`src/rtl/rs_issue_scheduler_if.sv`:
```
`default_nettype none
// ============================================================================
// Module      : rs_issue_scheduler_if
// Description : Bundle between the reservation-station heads, the shared
//               functional units and rs_issue_scheduler.
//               slave  modport : the scheduler (consumes requests, drives
//                                pops and FU issue selects)
//               master modport : the surrounding pipeline / testbench
//               Signals:
//                 rs_valid       RS head entry valid
//                 rs_ops_ready   RS head operands all resolved
//                 rs_fu_sel      target FU index of each RS head (flattened)
//                 rs_pop         pop grant to each RS (combinational)
//                 fu_ready       FU can accept a new op
//                 fu_issue_valid registered issue strobe per FU
//                 fu_issue_src   registered RS index per FU (flattened)
//                 fu_busy        FU occupancy counter nonzero
//                 flush          pipeline flush
//               Optional macro RS_SCHED_PERF_EN adds perf_issue_cnt and
//               perf_stall_cnt.
// Revision    : 1.0 - initial release
// ============================================================================
interface rs_issue_scheduler_if #(
    parameter int NUM_RS   = 4,
    parameter int NUM_FU   = 2,
    parameter int RS_IDX_W = (NUM_RS > 1) ? $clog2(NUM_RS) : 1,
    parameter int FU_IDX_W = (NUM_FU > 1) ? $clog2(NUM_FU) : 1
);
    logic [NUM_RS-1:0]          rs_valid;
    logic [NUM_RS-1:0]          rs_ops_ready;
    logic [NUM_RS*FU_IDX_W-1:0] rs_fu_sel;
    logic [NUM_RS-1:0]          rs_pop;
    logic [NUM_FU-1:0]          fu_ready;
    logic [NUM_FU-1:0]          fu_issue_valid;
    logic [NUM_FU*RS_IDX_W-1:0] fu_issue_src;
    logic [NUM_FU-1:0]          fu_busy;
    logic                       flush;
`ifdef RS_SCHED_PERF_EN
    logic [31:0]                perf_issue_cnt;
    logic [31:0]                perf_stall_cnt;
`endif

    modport slave (
        input  rs_valid, rs_ops_ready, rs_fu_sel, fu_ready, flush,
        output rs_pop, fu_issue_valid, fu_issue_src, fu_busy
`ifdef RS_SCHED_PERF_EN
        , output perf_issue_cnt, perf_stall_cnt
`endif
    );

    modport master (
        output rs_valid, rs_ops_ready, rs_fu_sel, fu_ready, flush,
        input  rs_pop, fu_issue_valid, fu_issue_src, fu_busy
`ifdef RS_SCHED_PERF_EN
        , input perf_issue_cnt, perf_stall_cnt
`endif
    );
endinterface
`default_nettype wire

```
`src/rtl/rs_issue_scheduler.sv`:
```
`default_nettype none
// ============================================================================
// Module      : rs_issue_scheduler
// Description : Round-robin issue arbiter between NUM_RS reservation-station
//               heads and NUM_FU shared non-pipelined functional units.
//               Per FU, one requesting RS with resolved operands is granted
//               each cycle; the pop is combinational, the issue select to the
//               FU operand mux is registered, and a latency counter blocks
//               further grants while the FU is occupied.
// Ports       : clk  - clock
//               rst  - synchronous active-low reset
//               bus  - rs_issue_scheduler_if.slave (requests, pops, issue)
// Options     : RS_SCHED_PERF_EN - adds 32-bit issue / stall perf counters
// Revision    : 1.0 - initial release
// ============================================================================
module rs_issue_scheduler #(
    parameter int NUM_RS     = 4,
    parameter int NUM_FU     = 2,
    parameter int FU_LATENCY = 3,
    parameter int RS_IDX_W   = (NUM_RS > 1) ? $clog2(NUM_RS) : 1,
    parameter int FU_IDX_W   = (NUM_FU > 1) ? $clog2(NUM_FU) : 1
) (
    input  wire logic             clk,
    input  wire logic             rst,
    rs_issue_scheduler_if.slave   bus
);

    localparam int c_CNT_W = (FU_LATENCY > 1) ? $clog2(FU_LATENCY) : 1;

    logic [NUM_FU-1:0][c_CNT_W-1:0]  r_busy_cnt;
    logic [NUM_FU-1:0][RS_IDX_W-1:0] r_rr_ptr;
    logic [NUM_FU-1:0][RS_IDX_W-1:0] r_issue_src;
    logic [NUM_FU-1:0]               r_issue_valid;

    logic [NUM_RS-1:0][NUM_FU-1:0]   w_req;
    logic [NUM_FU-1:0]               w_avail;
    logic [NUM_FU-1:0][NUM_RS-1:0]   w_grant;
    logic [NUM_FU-1:0]               w_grant_any;
    logic [NUM_FU-1:0][RS_IDX_W-1:0] w_win;
    logic [NUM_FU-1:0][RS_IDX_W-1:0] w_ptr_nxt;
    logic [NUM_RS-1:0]               w_pop;

    // An out-of-range rs_fu_sel matches no FU and therefore never requests.
    always_comb begin : p_req
        w_req = '0;
        for (int r = 0; r < NUM_RS; r++) begin
            for (int f = 0; f < NUM_FU; f++) begin
                w_req[r][f] = bus.rs_valid[r] & bus.rs_ops_ready[r] &
                    (bus.rs_fu_sel[r*FU_IDX_W +: FU_IDX_W] == FU_IDX_W'(f));
            end
        end
    end

    // Reset and flush both gate availability, which keeps rs_pop at zero
    // while either is active.
    always_comb begin : p_avail
        w_avail = '0;
        for (int f = 0; f < NUM_FU; f++) begin
            w_avail[f] = (r_busy_cnt[f] == '0) & bus.fu_ready[f] &
                         ~bus.flush & rst;
        end
    end

    // Round-robin scan starting at rr_ptr; first requester wins.
    always_comb begin : p_arb
        int idx;
        idx         = 0;
        w_grant     = '0;
        w_grant_any = '0;
        w_win       = '0;
        w_ptr_nxt   = '0;
        w_pop       = '0;
        for (int f = 0; f < NUM_FU; f++) begin
            if (w_avail[f]) begin
                for (int k = 0; k < NUM_RS; k++) begin
                    idx = (int'(r_rr_ptr[f]) + k) % NUM_RS;
                    if (!w_grant_any[f] && w_req[idx][f]) begin
                        w_grant_any[f]  = 1'b1;
                        w_grant[f][idx] = 1'b1;
                        w_win[f]        = RS_IDX_W'(idx);
                    end
                end
            end
            w_ptr_nxt[f] = (int'(w_win[f]) == NUM_RS - 1) ? '0
                                                          : w_win[f] + RS_IDX_W'(1);
            // Each RS targets a single FU, so this OR never merges two grants.
            w_pop = w_pop | w_grant[f];
        end
    end

    always_ff @(posedge clk) begin : p_state
        if (!rst) begin
            r_busy_cnt    <= '0;
            r_rr_ptr      <= '0;
            r_issue_src   <= '0;
            r_issue_valid <= '0;
        end else if (bus.flush) begin
            // Drop in-flight occupancy; rr_ptr and issue_src are kept.
            r_busy_cnt    <= '0;
            r_issue_valid <= '0;
        end else begin
            for (int f = 0; f < NUM_FU; f++) begin
                if (w_grant_any[f]) begin
                    r_rr_ptr[f]      <= w_ptr_nxt[f];
                    r_busy_cnt[f]    <= c_CNT_W'(FU_LATENCY - 1);
                    r_issue_valid[f] <= 1'b1;
                    r_issue_src[f]   <= w_win[f];
                end else begin
                    r_issue_valid[f] <= 1'b0;
                    if (r_busy_cnt[f] != '0) begin
                        r_busy_cnt[f] <= r_busy_cnt[f] - c_CNT_W'(1);
                    end
                end
            end
        end
    end

    always_comb begin : p_busy
        bus.fu_busy = '0;
        for (int f = 0; f < NUM_FU; f++) begin
            bus.fu_busy[f] = (r_busy_cnt[f] != '0);
        end
    end

    assign bus.rs_pop         = w_pop;
    assign bus.fu_issue_valid = r_issue_valid;
    assign bus.fu_issue_src   = r_issue_src;

`ifdef RS_SCHED_PERF_EN
    logic [31:0] r_perf_issue;
    logic [31:0] r_perf_stall;
    logic        w_stall;

    // A stall cycle is one where some valid RS head was left un-popped.
    assign w_stall = |(bus.rs_valid & ~w_pop);

    always_ff @(posedge clk) begin : p_perf
        if (!rst) begin
            r_perf_issue <= '0;
            r_perf_stall <= '0;
        end else if (!bus.flush) begin
            r_perf_issue <= r_perf_issue + 32'($countones(w_pop));
            if (w_stall) begin
                r_perf_stall <= r_perf_stall + 32'd1;
            end
        end
    end

    assign bus.perf_issue_cnt = r_perf_issue;
    assign bus.perf_stall_cnt = r_perf_stall;
`endif

endmodule
`default_nettype wire

```
`src/flat_wrapper.sv`:
```
// flat-port wrapper written by rule: the top's interface ports become plain ports
module rs_issue_scheduler_flat 
#(
    parameter int NUM_RS     = 4,
    parameter int NUM_FU     = 2,
    parameter int FU_LATENCY = 3,
    parameter int RS_IDX_W   = (NUM_RS > 1) ? $clog2(NUM_RS) : 1,
    parameter int FU_IDX_W   = (NUM_FU > 1) ? $clog2(NUM_FU) : 1
)
  (clk, rst, bus_rs_valid, bus_rs_ops_ready, bus_rs_fu_sel, bus_fu_ready, bus_flush, bus_rs_pop, bus_fu_issue_valid, bus_fu_issue_src, bus_fu_busy);
  rs_issue_scheduler_if #(.NUM_RS(NUM_RS), .NUM_FU(NUM_FU), .RS_IDX_W(RS_IDX_W), .FU_IDX_W(FU_IDX_W)) bus_i ();
  input  wire logic clk;
  input  wire logic rst;
  input wire logic [$bits(bus_i.rs_valid)-1:0] bus_rs_valid;
  input wire logic [$bits(bus_i.rs_ops_ready)-1:0] bus_rs_ops_ready;
  input wire logic [$bits(bus_i.rs_fu_sel)-1:0] bus_rs_fu_sel;
  input wire logic [$bits(bus_i.fu_ready)-1:0] bus_fu_ready;
  input wire logic [$bits(bus_i.flush)-1:0] bus_flush;
  output wire logic [$bits(bus_i.rs_pop)-1:0] bus_rs_pop;
  output wire logic [$bits(bus_i.fu_issue_valid)-1:0] bus_fu_issue_valid;
  output wire logic [$bits(bus_i.fu_issue_src)-1:0] bus_fu_issue_src;
  output wire logic [$bits(bus_i.fu_busy)-1:0] bus_fu_busy;
  assign bus_i.rs_valid = bus_rs_valid;
  assign bus_i.rs_ops_ready = bus_rs_ops_ready;
  assign bus_i.rs_fu_sel = bus_rs_fu_sel;
  assign bus_i.fu_ready = bus_fu_ready;
  assign bus_i.flush = bus_flush;
  assign bus_rs_pop = bus_i.rs_pop;
  assign bus_fu_issue_valid = bus_i.fu_issue_valid;
  assign bus_fu_issue_src = bus_i.fu_issue_src;
  assign bus_fu_busy = bus_i.fu_busy;
  rs_issue_scheduler #(.NUM_RS(NUM_RS), .NUM_FU(NUM_FU), .FU_LATENCY(FU_LATENCY), .RS_IDX_W(RS_IDX_W), .FU_IDX_W(FU_IDX_W)) u_core (.clk(clk), .rst(rst), .bus(bus_i));
endmodule
```
`config.mk`:
```
export PLATFORM = sky130hd
export DESIGN_NAME = rs_issue_scheduler_flat
export DESIGN_NICKNAME = d
export VERILOG_FILES = /design/src/rtl/rs_issue_scheduler_if.sv /design/src/rtl/rs_issue_scheduler.sv /design/src/flat_wrapper.sv
export SDC_FILE = /design/constraint.sdc
export NUM_CORES = 1
export LEC_CHECK = 0
export CAP_MARGIN = 20
export CORE_UTILIZATION = 47
export CTS_CLUSTER_DIAMETER = 150
export DETAILED_ROUTE_END_ITERATION = 12
export HOLD_SLACK_MARGIN = 0.03
export PLACE_DENSITY = 0.77
export SYNTH_ARGS = -nofsm -noshare
export SYNTH_HDL_FRONTEND = slang
export SYNTH_SLANG_ARGS = --single-unit
```
`constraint.sdc`:
```
create_clock -name clk -period 2.62 [get_ports clk]
set_input_delay 0.393 -clock clk [delete_from_list [all_inputs] [get_ports clk]]
set_output_delay 0.393 -clock clk [all_outputs]
set_load 0.05 [all_outputs]
```
==> results of run 1 <==
## power groups by stage
stage                     Sequential [W]  Combinational, W  Clock [W]
after detailed placement        0.000226          0.000234          0
after CTS                       0.000222          0.000245   0.000125
after global placement          0.000226          0.000226          0
final                           0.000222          0.000294   0.000127
after global routing            0.000223          0.000308   0.000133
after floorplan                 0.000238          0.000120          0
## metrics by stage
step / instance area, um2 / util, % / std cells
final: 2366 / 82.94 / 295
after global routing: 2366 / 82.94 / 295
after CTS: 2177 / 76.32 / 280
after detailed placement: 2056 / 72.06 / 276
after global placement: 2056 / 72.06 / 276
after floorplan: 1495 / - / 185
## cell usage after synthesis (5+ instances only)
cell type,number,area [um2]
inv_1,6,22.52
and3_1,6,37.54
a22oi_1,8,60.06
dfxtp_1,14,280.3
a21oi_1,11,55.05
nor2_1,9,33.78
o21ai_0,14,70.07
nand3_1,7,35.03
nor3_1,5,25.02
nand2_1,18,67.56
mux2i_1,8,80.08
and3b_1,5,43.79
a31oi_1,5,31.28
ha_1,14,175.2
o21ai_1,5,25.02
## flip-flops by register name (all words and copies together) (netlist names)
signal,cells
u_core.r_rr_ptr,4
u_core.r_busy_cnt,4
u_core.bus.fu_issue_src,4
u_core.bus.fu_issue_valid,2
## how the worst max path moves through the flow
stage	startpoint	endpoint	slack, ns
floorplan	u_core.r_rr_ptr[0]	bus_rs_pop[0]	0.01
global placement	bus_rs_valid[3]	bus_rs_pop[3]	-0.21
detailed placement	bus_rs_valid[0]	bus_rs_pop[3]	-0.30
CTS	u_core.r_rr_ptr[0]	bus_rs_pop[3]	-0.02
global route	u_core.r_rr_ptr[1]	bus_rs_pop[0]	-0.14
finish	bus_rs_valid[1]	bus_rs_pop[0]	-0.13
## per-layer routing
metal / wire, um / global-route usage (%)
met1: 2279 / 38.75
met2: 2920 / 50.50
met3: 600 / 2.232
met4: 396 / 10.20
met5: 0 / 0
## cell type report
type,count,share of cell area (%)
multi-input combinational,158,55.05
inverter,8,1.481
timing repair buffer,81,28.71
sequential,14,12.16
clock buffer,3,0.9519
tap,31,1.639
## worst max-delay path, delay by kind of cell
| kind | cells | cell delay (ns) |
|---|---|---|
| AND/OR/NAND/NOR | 3 | 0.75 |
| AO/OA/AOI/OAI | 3 | 0.64 |
| buffers and inverters | 3 | 0.57 |
## timing repair
action | CTS | global route
setup endpoints to repair | 4 | 4
buffers inserted | 1 | 15
pin swaps | 6 | 17
hold endpoints to repair | 0 | 0
resized for setup | 41 | 43
## cells by family (layout without fill, tap and decap cells)
group | after synthesis | in the layout | share of synthesized area [%]
XOR/XNOR | 3 | 3 | 1.800
flip-flops | 14 | 14 | 19.19
adder cells (fa/ha/maj) | 14 | 14 | 12.00
AND/OR/NAND/NOR | 68 | 68 | 24.94
AO/OA/AOI/OAI | 62 | 62 | 28.11
multiplexers | 11 | 11 | 10.11
buffers and inverters | 13 | 92 | 3.856
==> run_results.csv, run 1 <==
group,metric,value,unit
sta,worst_slack,-0.1308,ns
setup_path,crit_arrival,2.36,ns
logic_synthesis,ys_seq_area_share,19.19,%
detailed_routing,drt_wl_total,6196,um
floorplanning,initial_utilization,51.18,%
logic_synthesis,synth_edf_count,0,
global_routing,track_usage,29.29,%
sta,finalClockSkew,0.0004288,ns
clocking,clk_latency,0.28,ns
detailed_routing,ant_nets,0,
flow_run,maxCapViolations,0,
floorplanning,core,2853,um2
final_layout,register_area,287.8,um2
logic_synthesis,synth.ff_latch_count,14,
floorplanning,design.die.area,3333,um2
floorplanning,die_height,57.74,um
pwr,p_leak,0.9943,nW
status,outcome,"complete, but fails checks",
setup_path,rr_startpoint,"u_core.r_rr_ptr[2]",
detailed_routing,dr.pass1.iters,9,
final_layout,layout_commonest_cell,"buf_4",
placement,gp_congestion,0.9264,
global_routing,grt_max_degree,12,
sta,max_slew_margin,65.71,%
min_path,min_path_type,"flip-flop to flip-flop",
logic_synthesis,synth_nets,216,
sta,hold_slack,0.4401,ns
setup_path,cp-start-kind,"primary input",
final_layout,n_fill_cell,170,
sta,min_period_over_period,105.0,%
setup_path,end_kind,"output pin",
detailed_routing,dr.first_iter.drc_count,252,
min_path,min_to,"u_core.r_busy_cnt[0]",
setup_path,path_cells,"clkdlybuf4s15_1, buf_4, and3b_1, o221ai_1, a22oi_2, nand2_1, a31oi_1, or3_4, buf_8",
pwr,combPwrFrac,45.7,%
sta,drv_slew,0,
pwr,fin_total_pwr,0.0006436,W
clocking,numCtsBuffers,3,
sta,hold_viol_final,0,
global_routing,gr-total-overflow,0,
final_layout,drive_above_1_share,43.94,%
setup_path,r2r_end,"u_core.r_rr_ptr[3]",
setup_path,rr_worst_depth,7,
detailed_routing,wire_per_inst,21.00,um
final_layout,final_cell_mix,"buf_4, nand2_1, ha_1, clkdlybuf4s50_1, o21ai_0",
clocking,hold_buffers,0,
clocking,htreeDepth,1,
global_routing,grt_pass1_wl,7831,um
clocking,cts_tree,"done",
logic_synthesis,synthFlopType,"dfxtp_1",
logic_synthesis,syn_inst,185,
clocking,cts-root-buf,"clkbuf_4",
setup_path,cp.required,2.23,ns
final_layout,num_antenna_cells,0,
sta,tightest_slew,0.5106,ns
sta,rsz0062_at_grt,"true",
pwr,vdd_ir_drop_max,0.0002613,V
clocking,cts.sinks,14,
logic_synthesis,ys_warn_count,0,
final_layout,syn2layout_area_growth,62.04,%
min_path,holdPathStages,1,
logic_synthesis,syn_area,1460,um2
sta,setup_violations,4,
setup_path,crit_slowest_cell,"or3_4",
pwr,switching_share,36.91,%
floorplanning,num_io_pins,29,
pwr,pwr-share-seq,34.5,%
pwr,power.density,272.0,nW/um2
logic_synthesis,async_reset_ff_share,0,%
floorplanning,die_x,57.74,um
placement,portBuffers,28,
setup_path,worstSetupPathType,"primary input to output pin",
global_routing,antenna_found_initial,0,
final_layout,num-nets-final,297,
setup_path,r2r_slack,0.43,ns
detailed_routing,vias_per_cell,6.769,
detailed_routing,drcViolationCount,2,
final_layout,multi_input_area,1303,um2
status,violations,"DRC, setup timing",
pwr,pwr-share-clk,19.8,%
detailed_routing,via_count,1997,
floorplanning,row_count,19,
pwr,internal_power,0.0004060,W
pwr,switchingPower,0.0002376,W
placement,hpwl,3410,um
sta,max_freq,363.5,MHz
clocking,clockBufferDepth,2,
setup_path,max_stage_delay,0.42,ns
global_routing,grt_pass1_vias,1761,
min_path,hold_start,"u_core.r_busy_cnt[0]",
placement,place_ws,-0.3020,ns
logic_synthesis,syn_avg_cell_area,7.893,um2
sta,post-route-min-period,2.751,ns
logic_synthesis,yosysUniqueCellTypes,43,
setup_path,path_max_fanout,4,
clocking,clkTransAtPathRegs,0.08,ns
sta,fin_setup_tns,-0.4109,ns
Power figures use the tool's default switching activity.
==> run 2: changes to the inputs <==
--- a/config.mk
+++ b/config.mk
@@ -6,11 +6,13 @@
 export NUM_CORES = 1
 export LEC_CHECK = 0
 export CAP_MARGIN = 20
-export CORE_UTILIZATION = 47
+export CORE_ASPECT_RATIO = 1.25
+export CORE_UTILIZATION = 48
+export CTS_BUF_LIST = sky130_fd_sc_hd__clkbuf_4 sky130_fd_sc_hd__clkbuf_8
 export CTS_CLUSTER_DIAMETER = 150
 export DETAILED_ROUTE_END_ITERATION = 12
 export HOLD_SLACK_MARGIN = 0.03
-export PLACE_DENSITY = 0.77
+export PLACE_DENSITY = 0.78
 export SYNTH_ARGS = -nofsm -noshare
 export SYNTH_HDL_FRONTEND = slang
 export SYNTH_SLANG_ARGS = --single-unit
==> constraint.sdc (replaced) <==
create_clock -name clk -period 2.62 [get_ports clk]
set_input_delay 0.393 -clock clk [delete_from_list [all_inputs] [get_ports clk]]
set_output_delay 0.393 -clock clk [all_outputs]
set_load 0.02 [all_outputs]
==> run 2 against run 1 <==
The flow finishes with violations (setup timing); hold slack improved by 0.0015 ns; via count fell by 7.8%; die area decreased by 2.0%; clock-buffer cell count is the same; critical path depth shrank 3; clock skew about the same; critical path type is now flip-flop to output pin; largest cell class unchanged; highest routed layer unchanged.
==> run_results.csv, run 2 (synthesized netlist as in run 1, its figures left out) <==
group,metric,value,unit
placement,portBuffers,28,
floorplanning,die_x,51.33,um
sta,drv_slew,0,
setup_path,setup.worst_path.start,"u_core.r_rr_ptr[2]",
detailed_routing,vias_per_cell,6.326,
sta,post-route-min-period,2.652,ns
final_layout,n_fill_cell,198,
sta,setup_violations,4,
global_routing,top_usage_layer,"met2",
clocking,numCtsBuffers,3,
final_layout,fin_util,78.26,%
final_layout,fin_cells,291,
floorplanning,die_height,63.67,um
detailed_routing,wire_per_inst,17.21,um
sta,tightest_slew,0.4699,ns
clocking,clk_latency,0.30,ns
global_routing,track_usage,32.09,%
sta,hold_viol_final,0,
final_layout,syn2layout_area_growth,56.38,%
floorplanning,row_count,22,
pwr,power.density,267.4,nW/um2
final_layout,num_antenna_cells,0,
clocking,hold_buffers,0,
setup_path,r2r_end,"u_core.r_rr_ptr[0]",
detailed_routing,dr.pass1.iters,4,
final_layout,register_area,286.5,um2
final_layout,layout_commonest_cell,"buf_4",
global_routing,antenna_found_initial,0,
global_routing,use_met3,3.140,%
final_layout,final_cell_mix,"buf_4, nand2_1, ha_1, clkdlybuf4s50_1",
placement,gp_congestion,1.003,
detailed_routing,drcViolationCount,0,
floorplanning,initial_utilization,50.04,%
flow_run,maxCapViolations,0,
pwr,p_leak,0.9450,nW
setup_path,path_max_fanout,11,
clocking,cts.sinks,14,
global_routing,gr-total-overflow,0,
sta,finalClockSkew,0.0003640,ns
detailed_routing,ant_nets,0,
sta,max_slew_margin,68.58,%
floorplanning,core,2918,um2
floorplanning,num_io_pins,29,
setup_path,rr_startpoint,"u_core.r_rr_ptr[0]",
pwr,vdd_ir_drop_max,0.0002558,V
setup_path,r2r_slack,0.51,ns
global_routing,grt_pass1_vias,1810,
placement,hpwl,3526,um
placement,placed_cells,282,
setup_path,worstSetupPathType,"flip-flop to output pin",
sta,rsz0062_at_grt,"true",
sta,max_freq,377.0,MHz
detailed_routing,dr.first_iter.drc_count,82,
global_routing,grt_max_degree,12,
final_layout,num-nets-final,288,
setup_path,cp.required,2.23,ns
clocking,htreeDepth,1,
setup_path,cp-start-kind,"flip-flop",
detailed_routing,via_count,1841,
status,violations,"setup timing",
setup_path,rr_worst_depth,10,
setup_path,crit_end,"bus_rs_pop[3]",
clocking,clockBufferDepth,2,
detailed_routing,drt_wl_total,5007,um
floorplanning,design.die.area,3268,um2
status,outcome,"complete, but fails checks",
min_path,min_path_type,"flip-flop to flip-flop",
clocking,clkTransAtPathRegs,0.09,ns
global_routing,grt_pass1_wl,7976,um
sta,min_period_over_period,101.2,%
pwr,fin_total_pwr,0.0006106,W
final_layout,drive_above_1_share,37.65,%
global_routing,grtUsageMet2,57.40,%
clocking,cts-root-buf,"clkbuf_4",
global_routing,grt.met1_usage,34.74,%
setup_path,end_kind,"output pin",
sta,worst_slack,-0.03244,ns
setup_path,crit_arrival,2.26,ns
clocking,cts_tree,"done",
final_layout,multi_input_area,1282,um2
==> run 2: cell types whose count changed in the layout (fill, tap and decap cells not counted), sizes merged <==
| cell | before | now |
|---|---|---|
| buf | 57 | 48 |
| clkbuf | 8 | 5 |
| clkdlybuf4s15 | 6 | 5 |
| clkinv | 0 | 1 |
| dlygate4sd2 | 1 | 5 |
| inv | 8 | 7 |
==> run 2: through the flow <==
| stage | setup TNS [ns] | worst slack (ns) | cell area (um2) | hold WS (ns) |
|---|---|---|---|---|
| floorplan | 0 | 0.02024 | 1494 | 0.4033 |
| global placement | -2.205 | -0.5539 | 2078 | 0.4127 |
| detailed placement | -2.597 | -0.6648 | 2078 | 0.4299 |
| CTS | -0.05150 | -0.04045 | 2208 | 0.4416 |
| global route | -0.3232 | -0.1052 | 2283 | 0.4813 |
| finish | -0.1076 | -0.03244 | 2283 | 0.4416 |
==> run 2: worst max-delay path: stages (launching register included) <==
cell	delay [ns]
dfxtp_4	0.38
buf_8	0.14
mux4_2	0.63
a22oi_2	0.21
a21oi_1	0.09
or3_4	0.39
buf_6	0.14
==> run 2: worst min-delay path by stage <==
stage | slack [ns] | from | endpoint | cells past startpoint
floorplan | 0.40 | u_core.r_busy_cnt[0] | u_core.r_busy_cnt[0] | 1
global placement | 0.41 | u_core.r_busy_cnt[0] | u_core.r_busy_cnt[0] | 1
detailed placement | 0.43 | u_core.r_busy_cnt[0] | u_core.r_busy_cnt[0] | 1
CTS | 0.44 | u_core.r_busy_cnt[0] | u_core.r_busy_cnt[0] | 1
global route | 0.48 | u_core.r_busy_cnt[1] | u_core.r_busy_cnt[0] | 2
finish | 0.44 | u_core.r_busy_cnt[0] | u_core.r_busy_cnt[0] | 1
==> run 2: layout make-up <==
type	instances	share of cell area, %
inverters	8	1.753
flip-flops and latches	14	12.55
clock buffers	3	0.9863
multi-input cells	158	56.16
well taps	36	1.973
repair buffers	72	26.58
==> run 2: power by group <==
part / total, W / switching [W] / internal [W]
sequential: 0.000221 / 0.00000343 / 0.000218
clock: 0.000132 / 0.0000785 / 0.0000537
combinational: 0.000257 / 0.000130 / 0.000127
==> run 2: timing repair <==
action | CTS | global route
endpoints found under the hold margin | 0 | 0
endpoints found under the setup margin | 4 | 4
resized for setup | 62 | 25
buffers inserted | 4 | 2
pin swaps | 16 | 8
==> run 2: routing by layer <==
metal	share of wire (%)	routed length, um
met3	4.6	232
met2	52	2596
met4	3.9	197
met5	0	0
met1	40	1981
